===== config.mk =====
export PLATFORM = sky130hd
export DESIGN_NAME = index_mask_builder
export DESIGN_NICKNAME = d
export VERILOG_FILES = /design/src/rtl/index_mask_pkg.sv /design/src/rtl/index_onehot_dec.sv /design/src/rtl/index_mask_builder.sv
export SDC_FILE = /design/constraint.sdc
export NUM_CORES = 1
export LEC_CHECK = 0
export ABC_AREA = 0
export CAP_MARGIN = 20
export CORE_ASPECT_RATIO = 1.25
export CORE_MARGIN = 2
export CORE_UTILIZATION = 46
export DETAILED_ROUTE_END_ITERATION = 10
export GPL_TIMING_DRIVEN = 0
export PLACE_DENSITY = 0.75
export SETUP_SLACK_MARGIN = 0.15
export SYNTH_ARGS = -nofsm -noshare
export SYNTH_HDL_FRONTEND = slang
export SYNTH_SLANG_ARGS = --single-unit

===== constraint.sdc =====
create_clock -name i_clk -period 1.6 [get_ports i_clk]
set_input_delay 0.4 -clock i_clk [delete_from_list [all_inputs] [get_ports i_clk]]
set_output_delay 0.4 -clock i_clk [all_outputs]
set_load 0.005 [all_outputs]

===== src/rtl/index_mask_pkg.sv =====
// Shared definitions for the index mask builder.
//   state_e  : builder FSM states (BUILD accumulates beats, HOLD publishes a sequence)
//   idx_w()  : width of an index port for a given sequence width
//   NULL_IDX : all-ones pattern; sliced to index width it is the "no index seen" value
package index_mask_pkg;

    typedef enum logic [0:0] {
        BUILD = 1'b0,
        HOLD  = 1'b1
    } state_e;

    // One extra bit so that DATAWIDTH itself (and above) is representable as a null index.
    function automatic int unsigned idx_w(input int unsigned dw);
        return $clog2(dw) + 1;
    endfunction

    localparam logic [31:0] NULL_IDX = '1;

endpackage


===== src/rtl/index_onehot_dec.sv =====
// Combinational index decoder.
//   i_Index   : bit index, idx_w(DATAWIDTH) bits wide
//   o_OneHot  : DATAWIDTH-bit one-hot of i_Index, all-zero when out of range
//   o_InRange : i_Index < DATAWIDTH (unsigned, full index width)
module index_onehot_dec
    import index_mask_pkg::*;
#(
    parameter int unsigned DATAWIDTH = 16
) (
    input  logic [idx_w(DATAWIDTH)-1:0] i_Index,
    output logic [DATAWIDTH-1:0]        o_OneHot,
    output logic                        o_InRange
);

    logic [31:0] w_index_ext;

    assign w_index_ext = 32'(i_Index);
    assign o_InRange   = (w_index_ext < DATAWIDTH);

    always_comb begin
        o_OneHot = '0;
        for (int unsigned i = 0; i < DATAWIDTH; i++) begin
            o_OneHot[i] = (w_index_ext == i);
        end
    end

endmodule


===== src/rtl/index_mask_builder.sv =====
// Index mask builder: ORs a stream of bit indices into a DATAWIDTH-bit sequence and
// publishes the sequence, its lowest set index and a nonzero flag on the last beat.
//   i_clk, i_rst        : clock, synchronous active-high reset
//   i_Index, i_IndexValid, i_Last, o_IndexReady : index beat handshake
//   o_Sequence, o_Index, o_IndexValid           : published result (held in HOLD)
//   o_SequenceValid, i_SequenceReady            : result handshake
//   o_Error             : only when INDEX_MASK_BUILDER_ERR_EN is defined; flags a duplicate
//                         in-range index or an out-of-range index on a non-last beat
module index_mask_builder
    import index_mask_pkg::*;
#(
    parameter int unsigned DATAWIDTH = 16
) (
    input  logic                        i_clk,
    input  logic                        i_rst,
    input  logic [idx_w(DATAWIDTH)-1:0] i_Index,
    input  logic                        i_IndexValid,
    input  logic                        i_Last,
    output logic                        o_IndexReady,
    output logic [DATAWIDTH-1:0]        o_Sequence,
    output logic [idx_w(DATAWIDTH)-1:0] o_Index,
    output logic                        o_IndexValid,
    output logic                        o_SequenceValid,
    input  logic                        i_SequenceReady
`ifdef INDEX_MASK_BUILDER_ERR_EN
    ,output logic                       o_Error
`endif
);

    localparam int unsigned IW = idx_w(DATAWIDTH);
    localparam logic [IW-1:0] MIN_INIT = NULL_IDX[IW-1:0];

    state_e               r_state,   w_state_nxt;
    logic [DATAWIDTH-1:0] r_acc,     w_acc_nxt;
    logic [IW-1:0]        r_min,     w_min_nxt;
    logic                 r_any,     w_any_nxt;
    logic [DATAWIDTH-1:0] r_seq,     w_seq_nxt;
    logic [IW-1:0]        r_idx,     w_idx_nxt;
    logic                 r_idxv,    w_idxv_nxt;
    logic                 r_seqv,    w_seqv_nxt;

    logic [DATAWIDTH-1:0] w_onehot;
    logic                 w_inrange;
    logic [DATAWIDTH-1:0] w_beat_acc;
    logic [IW-1:0]        w_beat_min;
    logic                 w_beat_any;

    index_onehot_dec #(
        .DATAWIDTH (DATAWIDTH)
    ) u_dec (
        .i_Index   (i_Index),
        .o_OneHot  (w_onehot),
        .o_InRange (w_inrange)
    );

    // Accumulator state including the current beat; out-of-range beats decode to zero.
    assign w_beat_acc = r_acc | w_onehot;
    assign w_beat_min = (w_inrange && (i_Index < r_min)) ? i_Index : r_min;
    assign w_beat_any = r_any | w_inrange;

`ifdef INDEX_MASK_BUILDER_ERR_EN
    logic r_err,     w_err_nxt;
    logic r_err_out, w_err_out_nxt;
    logic w_beat_err;

    // A null index is only legal as the terminator of a sequence.
    assign w_beat_err = r_err
                      | (w_inrange && (|(r_acc & w_onehot)))
                      | (!w_inrange && !i_Last);
    assign o_Error    = r_err_out;
`endif

    always_comb begin
        w_state_nxt = r_state;
        w_acc_nxt   = r_acc;
        w_min_nxt   = r_min;
        w_any_nxt   = r_any;
        w_seq_nxt   = r_seq;
        w_idx_nxt   = r_idx;
        w_idxv_nxt  = r_idxv;
        w_seqv_nxt  = r_seqv;
`ifdef INDEX_MASK_BUILDER_ERR_EN
        w_err_nxt     = r_err;
        w_err_out_nxt = r_err_out;
`endif
        unique case (r_state)
            BUILD: begin
                if (i_IndexValid) begin
                    if (i_Last) begin
                        w_seq_nxt   = w_beat_acc;
                        w_idx_nxt   = w_beat_any ? w_beat_min : '0;
                        w_idxv_nxt  = w_beat_any;
                        w_seqv_nxt  = 1'b1;
                        w_state_nxt = HOLD;
                        w_acc_nxt   = '0;
                        w_min_nxt   = MIN_INIT;
                        w_any_nxt   = 1'b0;
`ifdef INDEX_MASK_BUILDER_ERR_EN
                        w_err_out_nxt = w_beat_err;
                        w_err_nxt     = 1'b0;
`endif
                    end else begin
                        w_acc_nxt = w_beat_acc;
                        w_min_nxt = w_beat_min;
                        w_any_nxt = w_beat_any;
`ifdef INDEX_MASK_BUILDER_ERR_EN
                        w_err_nxt = w_beat_err;
`endif
                    end
                end
            end
            HOLD: begin
                if (i_SequenceReady) begin
                    w_seqv_nxt  = 1'b0;
                    w_state_nxt = BUILD;
                end
            end
            default: begin
                w_state_nxt = BUILD;
            end
        endcase
    end

    always_ff @(posedge i_clk) begin
        if (i_rst) begin
            r_state <= BUILD;
            r_acc   <= '0;
            r_min   <= MIN_INIT;
            r_any   <= 1'b0;
            r_seq   <= '0;
            r_idx   <= '0;
            r_idxv  <= 1'b0;
            r_seqv  <= 1'b0;
        end else begin
            r_state <= w_state_nxt;
            r_acc   <= w_acc_nxt;
            r_min   <= w_min_nxt;
            r_any   <= w_any_nxt;
            r_seq   <= w_seq_nxt;
            r_idx   <= w_idx_nxt;
            r_idxv  <= w_idxv_nxt;
            r_seqv  <= w_seqv_nxt;
        end
    end

`ifdef INDEX_MASK_BUILDER_ERR_EN
    always_ff @(posedge i_clk) begin
        if (i_rst) begin
            r_err     <= 1'b0;
            r_err_out <= 1'b0;
        end else begin
            r_err     <= w_err_nxt;
            r_err_out <= w_err_out_nxt;
        end
    end
`endif

    assign o_IndexReady    = (r_state == BUILD);
    assign o_Sequence      = r_seq;
    assign o_Index         = r_idx;
    assign o_IndexValid    = r_idxv;
    assign o_SequenceValid = r_seqv;

endmodule


==> flow_summary.ini <==
[status]
status = completed

[route]
viasPerCell = 5.34
vias = 1705
ant_nets = 0
drc = 0
drt_iter0_drc = 112
wire_per_inst_um = 14.3
first_pass_iters = 4
drt-total-wl_mm = 4.56

[hold_path]
hold_start = o_Index[4]
hold_path.class = reg2reg

[critical_path]
crit_type = in2reg
cp.arrival_ns = 1.75
worstPathRequired_ns = 1.83
crit_family = compound AO/OA/AOI/OAI gates
startpoint = i_Index[2]
endpoint_kind = flip-flop
cp_num_buf_inv = 1
reg2reg_from = r_min[2]
slowest_stage = ha_4
slowest_delay_ns = 0.26
start_kind = input port
crit_chain = clkdlybuf4s15_2 -> ha_4 -> a21o_4 -> a31oi_4 -> o211a_4 -> mux2i_1
crit_fanout = 5

[sta]
holdWs_ns = 0.440
fin_worst_skew_ns = 0.00732
worst_slew_pin_slew_ns = 0.535
setup_viol = 0
hold_viol_final = 0
setup_tns_ns = 0
relSlewSlack_pct = 64.2
rsz0062_at_grt = true
fmax_mhz = 658
slew_violations = 0
timing.final.crit_share_pct = 95.0
min_period_ns = 1.52

[power]
p_per_area_mw_per_mm2 = 869
ir_drop_mv = 0.649
p_leak_nw = 1.06

[synth]
syn_area_mm2 = 0.00192
yosysUniqueCellTypes = 36
netlist_instances = 212
ys_seq_area_share_pct = 48.0
ys_ff_latch = 46
syn_nets = 226
synth_top_area_cell = dfxtp_1
ys_warn_count = 0
synth_area_leaders = dfxtp_1 (48%), a21oi_1 (7.3%), nand2_1 (5.7%)
synth_top_area_share_pct = 48.0
synth_area_per_cell_um2 = 9.05

[floorplan]
die_h_um = 76.2
die_w_um = 61.8
dieArea_mm2 = 0.00471
ioPinCount = 34
num_rows = 26
initial_core_util_pct = 47.5
core-area_mm2 = 0.00403

[clocking]
cts_tree = done
path_clk_slew_ns = 0.08
cts_buffers = 5
htreeDepth = 2
clockBufferDepth = 2
clkLatencyLatePin_ns = 0.30
clockRootBuffer = clkbuf_8
hold_buffers = 0
cts_sinks = 46

[grt]
grt_max_degree = 16
grt_usage_pct = 21.6
first_global_vias = 1622
grt_overflow_total = 0
grt_pass1_wl_mm = 7.65
antenna_found_initial = 0

[finish]
final_common_cell = dlygate4sd2_1
design_area_mm2 = 0.00258
area_growth_syn_to_layout_pct = 34.4
layout.nets = 276
final_cell_mix = dlygate4sd2_1 (30), nand2_1 (28), a21oi_1 (28), dfxtp_1 (28), nor2_1 (22)
diodes = 0
drive_gt1_share_pct = 28.1

[placement]
hpwl_mm = 3.10
portBuffers = 33
finalWeightedCongestion = 0.873
dpl_cell_area_mm2 = 0.00235

[job]
max-cap-violations = 0
## synthesized netlist by cell type
cell type,n
buf_2,5
o21ai_1,1
o2111ai_1,3
a31oi_1,4
o21a_1,1
nor3b_1,4
and3_1,1
nor2b_1,4
inv_1,5
o31ai_1,1
nor2_1,23
nand4bb_4,1
buf_4,3
clkbuf_1,2
a21o_2,1
a31oi_4,1
o21ai_0,17
nand2b_4,1
buf_6,1
and3b_2,1
dfxtp_1,46
o211a_4,1
and2_1,2
nand2b_1,1
mux2i_1,1
o211ai_1,11
nor3_2,1
nor3_1,1
a21oi_1,28
nor3b_2,2
a21o_1,2
nand3b_1,1
nand2_1,29
ha_1,4
a21oi_4,1
a211oi_4,1
## layer usage
layer,part of all wire (%),vias up,global-route usage [%]
li1,-,846,-
met1,42,800,25.1
met2,51,46,35.2
met3,4.0,13,5.09
met4,2.9,0,11.3
met5,0,-,0
## cell families after synthesis
group	after synthesis	synth area share, %
compound gates	73	24.9
fa+ha+maj	4	2.61
buf+inv	16	4.44
flops	46	48.0
mux	1	0.522
simple gates	72	19.5
## timing repair
action / CTS / global route
setup buffers: 8 / 2
endpoints found under the hold margin: 0 / 0
pin swaps: 8 / 4
resized for setup: 66 / 9
cloned: 1 / 0
setup endpoints to repair: 70 / 23
## report_power, final
group / internal, W / switching (W) / leakage [nW] / total [W]
Sequential: 0.00117 / 0.0000148 / 0.379 / 0.00119
Clock: 0.000308 / 0.000398 / 0.0483 / 0.000706
Combinational: 0.000154 / 0.000190 / 0.635 / 0.000344
## worst reg2reg max path: stages (launching register included)
cell and delay (ns):
dfxtp_2 0.34, inv_2 0.05, ha_4 0.21, a21o_4 0.22, a31oi_4 0.23, o211a_4 0.23, mux2i_1 0.17
## final timing paths
path / to / slack, ns / depth (start not counted)
worst max-delay path: r_min[0] / 0.08 / 6
worst min-delay path: o_Index[4] / 0.44 / 2
worst max register to register: r_min[0] / 0.08 / 6
worst min register to register: o_Index[4] / 0.44 / 2
## layout make-up
type,instances,area (µm²)
clock buffers,5,68.8
flip-flops and latches,46,943
repair buffers,43,374
multi-input cells,151,1010
inverters,5,18.8
well taps,56,70.1
fillers,375,1460
plain buffers,10,72.6
clock inverters,3,18.8
## registers in the layout (all words and copies together), names as in the netlist
name and flops:
o_SequenceValid 1, o_Index 5, o_Sequence 16, o_IndexValid 1, r_any 1, r_acc 16, r_min 5, r_state 1
## stage by stage
step | total power, W | util (%) | std cells | worst slack, ns
floorplan | 0.00140 | - | 212 | 0.108
global placement | 0.00151 | 58.3 | 301 | -0.582
detailed placement | 0.00151 | 58.3 | 301 | -0.607
CTS | 0.00223 | 62.7 | 317 | 0.0967
global route | 0.00234 | 63.9 | 319 | 0.0198
finish | 0.00224 | 63.9 | 319 | 0.0793
Power figures use the tool's default switching activity.
